### config.mk
export PLATFORM = sky130hd
export DESIGN_NAME = decode_2_4_hs_flat
export DESIGN_NICKNAME = d
export VERILOG_FILES = /design/src/rtl/decode_2_4_hs_if.sv /design/src/rtl/decode_2_4_hs.sv /design/src/flat_wrapper.sv
export SDC_FILE = /design/constraint.sdc
export NUM_CORES = 1
export LEC_CHECK = 0
export CAP_MARGIN = 20
export CORE_AREA = 2 2 43 45
export CTS_CLUSTER_DIAMETER = 60
export DETAILED_ROUTE_END_ITERATION = 12
export DIE_AREA = 0 0 45 47
export GPL_TIMING_DRIVEN = 0
export PLACE_DENSITY = 0.73
export SLEW_MARGIN = 5
export SYNTH_ARGS = -nofsm -noshare
export SYNTH_HDL_FRONTEND = slang
export SYNTH_SLANG_ARGS = --single-unit
### constraint.sdc
create_clock -name clk -period 1.9 [get_ports clk]
set_clock_uncertainty 0.05 [all_clocks]
set_input_delay 0.475 -clock clk [delete_from_list [all_inputs] [get_ports clk]]
set_output_delay 0.475 -clock clk [all_outputs]
set_load 0.01 [all_outputs]
### src/rtl/decode_2_4_hs_if.sv
// Handshake bundle for the one-hot decoder: {Y,V} words in, decoded D out.
// master drives the upstream word and downstream ready; slave is the decoder.
interface decode_2_4_hs_if #(
  parameter int W = 2
);
  localparam int N = 1 << W;

  logic         in_valid;
  logic         in_ready;
  logic [W-1:0] Y;
  logic         V;
  logic         out_valid;
  logic         out_ready;
  logic [N-1:0] D;

  modport master (
    output in_valid, Y, V, out_ready,
    input  in_ready, out_valid, D
  );

  modport slave (
    input  in_valid, Y, V, out_ready,
    output in_ready, out_valid, D
  );
endinterface

### src/rtl/decode_2_4_hs.sv
// Handshaked W-to-2^W one-hot decoder behind a 2-entry elastic buffer,
// with a per-line sticky hit register fed by popped words.

// One decoded line: sticky hit bit, a hit-setting pop wins over clear.
module decode_2_4_hs_line (
  input  logic clk,
  input  logic rst_n,
  input  logic sel,
  input  logic pop,
  input  logic hit_clr,
  output logic hit
);
  always_ff @(posedge clk or negedge rst_n) begin
    if (!rst_n)            hit <= 1'b0;
    else if (pop && sel)   hit <= 1'b1;
    else if (hit_clr)      hit <= 1'b0;
  end
endmodule

module decode_2_4_hs #(
  parameter int W = 2
) (
  input  logic                clk,
  input  logic                rst_n,
  decode_2_4_hs_if.slave      bus,
  input  logic                hit_clr,
  output logic [(1<<W)-1:0]   hit
);
  localparam int N = 1 << W;

  typedef struct packed {
    logic         v;
    logic [W-1:0] y;
  } word_t;

  typedef enum logic [1:0] {EMPTY, ONE, FULL} cnt_e;

  cnt_e         state, state_nxt;
  word_t        mem [2];
  word_t        head;
  word_t        wr_word;
  logic         wptr, rptr;
  logic         in_ready, out_valid;
  logic         push, pop;
  logic [N-1:0] d;

  assign wr_word = '{v: bus.V, y: bus.Y};
  assign head    = mem[rptr];

  // Handshake flags depend on occupancy only, so no comb path in->out.
  always_comb begin
    state_nxt = state;
    in_ready  = (state != FULL);
    out_valid = (state != EMPTY);
    push      = bus.in_valid && in_ready;
    pop       = out_valid && bus.out_ready;
    case (state)
      EMPTY: if (push) state_nxt = ONE;
      ONE: begin
        if (push && !pop)      state_nxt = FULL;
        else if (!push && pop) state_nxt = EMPTY;
      end
      FULL:  if (pop) state_nxt = ONE;
      default: state_nxt = EMPTY;
    endcase
  end

  always_ff @(posedge clk or negedge rst_n) begin
    if (!rst_n) state <= EMPTY;
    else        state <= state_nxt;
  end

  always_ff @(posedge clk or negedge rst_n) begin
    if (!rst_n) begin
      wptr <= 1'b0;
      rptr <= 1'b0;
      for (int i = 0; i < 2; i++) mem[i] <= '0;
    end else begin
      if (push) begin
        mem[wptr] <= wr_word;
        wptr      <= ~wptr;
      end
      if (pop) rptr <= ~rptr;
    end
  end

  always_comb begin
    d = '0;
    if (out_valid && head.v) d = {{(N-1){1'b0}}, 1'b1} << head.y;
  end

  assign bus.in_ready  = in_ready;
  assign bus.out_valid = out_valid;
  assign bus.D         = d;

  for (genvar i = 0; i < N; i++) begin : g_line
    decode_2_4_hs_line u_line (
      .clk     (clk),
      .rst_n   (rst_n),
      .sel     (d[i]),
      .pop     (pop),
      .hit_clr (hit_clr),
      .hit     (hit[i])
    );
  end
endmodule

### src/flat_wrapper.sv
// flat-port wrapper written by rule: the top's interface ports become plain ports
module decode_2_4_hs_flat 
#(
  parameter int W = 2
)
  (clk, rst_n, hit_clr, hit, bus_in_valid, bus_Y, bus_V, bus_out_ready, bus_in_ready, bus_out_valid, bus_D);
  decode_2_4_hs_if #(.W(W)) bus_i ();
  input  logic clk;
  input  logic rst_n;
  input  logic hit_clr;
  output logic [(1<<W)-1:0] hit;
  input wire logic [$bits(bus_i.in_valid)-1:0] bus_in_valid;
  input wire logic [$bits(bus_i.Y)-1:0] bus_Y;
  input wire logic [$bits(bus_i.V)-1:0] bus_V;
  input wire logic [$bits(bus_i.out_ready)-1:0] bus_out_ready;
  output wire logic [$bits(bus_i.in_ready)-1:0] bus_in_ready;
  output wire logic [$bits(bus_i.out_valid)-1:0] bus_out_valid;
  output wire logic [$bits(bus_i.D)-1:0] bus_D;
  assign bus_i.in_valid = bus_in_valid;
  assign bus_i.Y = bus_Y;
  assign bus_i.V = bus_V;
  assign bus_i.out_ready = bus_out_ready;
  assign bus_in_ready = bus_i.in_ready;
  assign bus_out_valid = bus_i.out_valid;
  assign bus_D = bus_i.D;
  decode_2_4_hs #(.W(W)) u_core (.clk(clk), .rst_n(rst_n), .bus(bus_i), .hit_clr(hit_clr), .hit(hit));
endmodule
==> reports/results.ini <==
[finish]
layout.nets = 102
antenna_cells = 0
area_growth_pct = 37.58
fin_util_pct = 62.12
final_layout_size_suffix_gt1_share_pct = 41.30

[setup_path]
arrival_ns = 1.37
critPathLaunch = u_core.rptr
rr_worst_depth = 4
r2r-end = u_core.mem[0]
critPathRequiredTime_ns = 1.37
start_kind = flop
crit_type = flop to primary output
r2r_slack_ns = 0.63
setup.worst_path.end_class = primary output
r2r_start = u_core.state[0]
cp_max_fo = 7

[cts]
ctsLongestPathBuffers = 2
cts.sinks = 14
insertion_delay_ns = 0.28
clockRootBuffer = clkbuf_4
cts_hold_buf = 0
htreeDepth = 1
cts_buffers = 3
cts_tree = built
path_clk_slew_ns = 0.08

[power]
ir_drop_mv = 0.7901
p_leak_nw = 0.4397
power.density_nw_per_um2 = 1263

[die]
die_height_um = 47
core_region_area_um2 = 1652
die_w_um = 45
core.rowCount = 15
die_area_um2 = 2115
initial_utilization_pct = 45.15
io_pins = 18

[drt]
first_pass_iters = 2
vias = 556
wl_met2_um = 642
ant_nets = 0
wirelength_um = 1280
viasPerCell = 5.101
drt_iter0_drc = 4
drt-met1-wl_um = 558
wire_per_inst_um = 11.74
post-route-drc-count = 0
maxUsedRoutingLayer = met4
met3_length_um = 59

[placed_design]
port_buffers = 17
gp_congestion = 0.7344
place_ws_ns = -0.2127
dpl.hpwl_um = 921.1

[global_routing]
grt_overflow = 0
grt.total_usage_pct = 14.29
grt_max_degree = 15
antenna_found_initial = 0
grt_pass1_wl_um = 2132
grt_pass1_vias = 523

[sta]
slew_headroom_pct = 58.67
rsz0062_at_grt = true
max_freq_ghz = 0.5269
report.final.hold_viol_count = 0
setup_viol = 0
layout_worst_path_cycle_share_pct = 99.88
setup_ws_ns = 0.002234
drv_slew = 0
min_period_ns = 1.898
tightest_slew_ns = 0.6180

[hold_path]
min_from = u_core.mem[2]
min_path_cells = 1
hold_path_end = u_core.mem[2]
hp-class = flop to flop

[yosys]
yosys_warnings = 0
synth_area_um2 = 745.7
yosysSeqAreaShare_pct = 46.98
synth_cell_types = 27
synth_seq_cells = 14
syn_area_per_cell_um2 = 10.50
synth_nets = 79
syn_inst = 71

[outcome]
status = completed

[run]
maxCapViolCount = 0

per-layer routing:
layer  up-vias  GRT usage, %
met5         -             0
met4         0         8.824
met3         4         2.692
met2        14         22.57
met1       259         18.20
li1        279             -
critical path, cell delays in order, from the launching register on:
cell and delay, ns:
dfrtp_1 0.38, buf_6 0.13, o32a_1 0.37, nor2_2 0.11, buf_6 0.11
cell families (layout without fill, tap and decap cells):
family,after synthesis,in the layout,synth area share (%)
buffers and inverters,17,38,13.59
muxes,8,8,11.91
and+or+nand+nor,19,19,16.11
AOI/OAI and AO/OA,12,12,10.23
DFF,14,14,46.98
xor gates and xnor gates,1,1,1.175
power breakdown:
group | switching (mW) | leakage [nW] | total (mW) | internal (mW)
logic | 0.272 | 0.254 | 0.645 | 0.373
clock network | 0.0913 | 0.0138 | 0.165 | 0.0735
registers | 0.0930 | 0.172 | 0.486 | 0.394
synth_stat cells, drive strengths merged:
| library cell | instances | area (µm²) |
|---|---|---|
| dfrtp | 14 | 350.3 |
| buf | 9 | 71.32 |
| inv | 8 | 30.03 |
| mux2 | 7 | 78.82 |
| nor2 | 6 | 22.52 |
| o22ai | 5 | 31.28 |
| a21oi | 3 | 15.01 |
| nand2 | 3 | 11.26 |
| nand3 | 2 | 15.01 |
| nor3 | 2 | 21.27 |
| a31oi | 1 | 6.260 |
| a32oi | 1 | 8.760 |
| and3b | 1 | 8.760 |
| mux2i | 1 | 10.01 |
| nand2b | 1 | 6.260 |
| nand3b | 1 | 7.510 |
| nor2b | 1 | 13.76 |
| nor3b | 1 | 7.510 |
| o21ai | 1 | 5.000 |
| o32a | 1 | 10.01 |
| or2 | 1 | 6.260 |
| xnor2 | 1 | 8.760 |
cell type report:
class	instances	area [µm²]
fill	141	625.6
sequential	14	352.8
multi-input combinational	40	347.8
timing repair buffer	22	210.2
buffer	5	41.29
inverter	8	30.03
clock buffer	3	22.52
tap	17	21.27
cells in the final DEF (no fill, tap or decap), types with 2 or more instances in the layout:
cell type / netlist / layout
o22ai_1: 5 / 5
buf_6: 1 / 5
nor3_4: 1 / 2
mux2_1: 3 / 3
inv_2: 2 / 2
mux2_2: 4 / 3
clkbuf_4: 0 / 3
nand2_1: 3 / 2
dlygate4sd2_1: 0 / 2
nor2_2: 0 / 4
inv_1: 6 / 6
dfrtp_1: 14 / 12
dfrtp_2: 0 / 2
a21oi_1: 3 / 2
buf_4: 8 / 9
clkdlybuf4s50_1: 0 / 11
worst max-delay path by stage:
stage | slack [ns] | endpoint | cells after the start
6_report | 0.002 | bus_D[1] | 4
5_1_grt | -0.04 | bus_D[3] | 5
4_1_cts | -0.1 | bus_D[0] | 6
3_5_place_dp | -0.21 | bus_D[2] | 6
3_3_place_gp | -0.21 | bus_D[0] | 6
2_1_floorplan | 0.30 | bus_D[2] | 5
flip-flops by register name, summed over array words and instances (netlist names):
name / flops
u_core.mem: 6
u_core.g_line.u_line.hit: 4
u_core.state: 2
u_core.rptr: 1
u_core.wptr: 1
timing repair:
item	in CTS	in global routing
gates resized for setup	27	11
setup endpoints to repair	6	5
buffers inserted	4	1
pin swaps	2	6
stage by stage:
step           cell area, µm²  TNS, ns  hold slack [ns]  power [mW]  cells
2_1_floorplan           745.7        0           0.1294      0.8215     71
3_3_place_gp            937.1  -0.8965           0.4214      0.9828    105
3_5_place_dp            937.1  -0.9423           0.4266      0.9972    105
4_1_cts                 994.7  -0.2258           0.4504       1.234    110
5_1_grt                  1026  -0.1520           0.4989       1.394    109
6_report                 1026        0           0.4455       1.296    109
No activity file was read; power rests on OpenSTA's default activity.
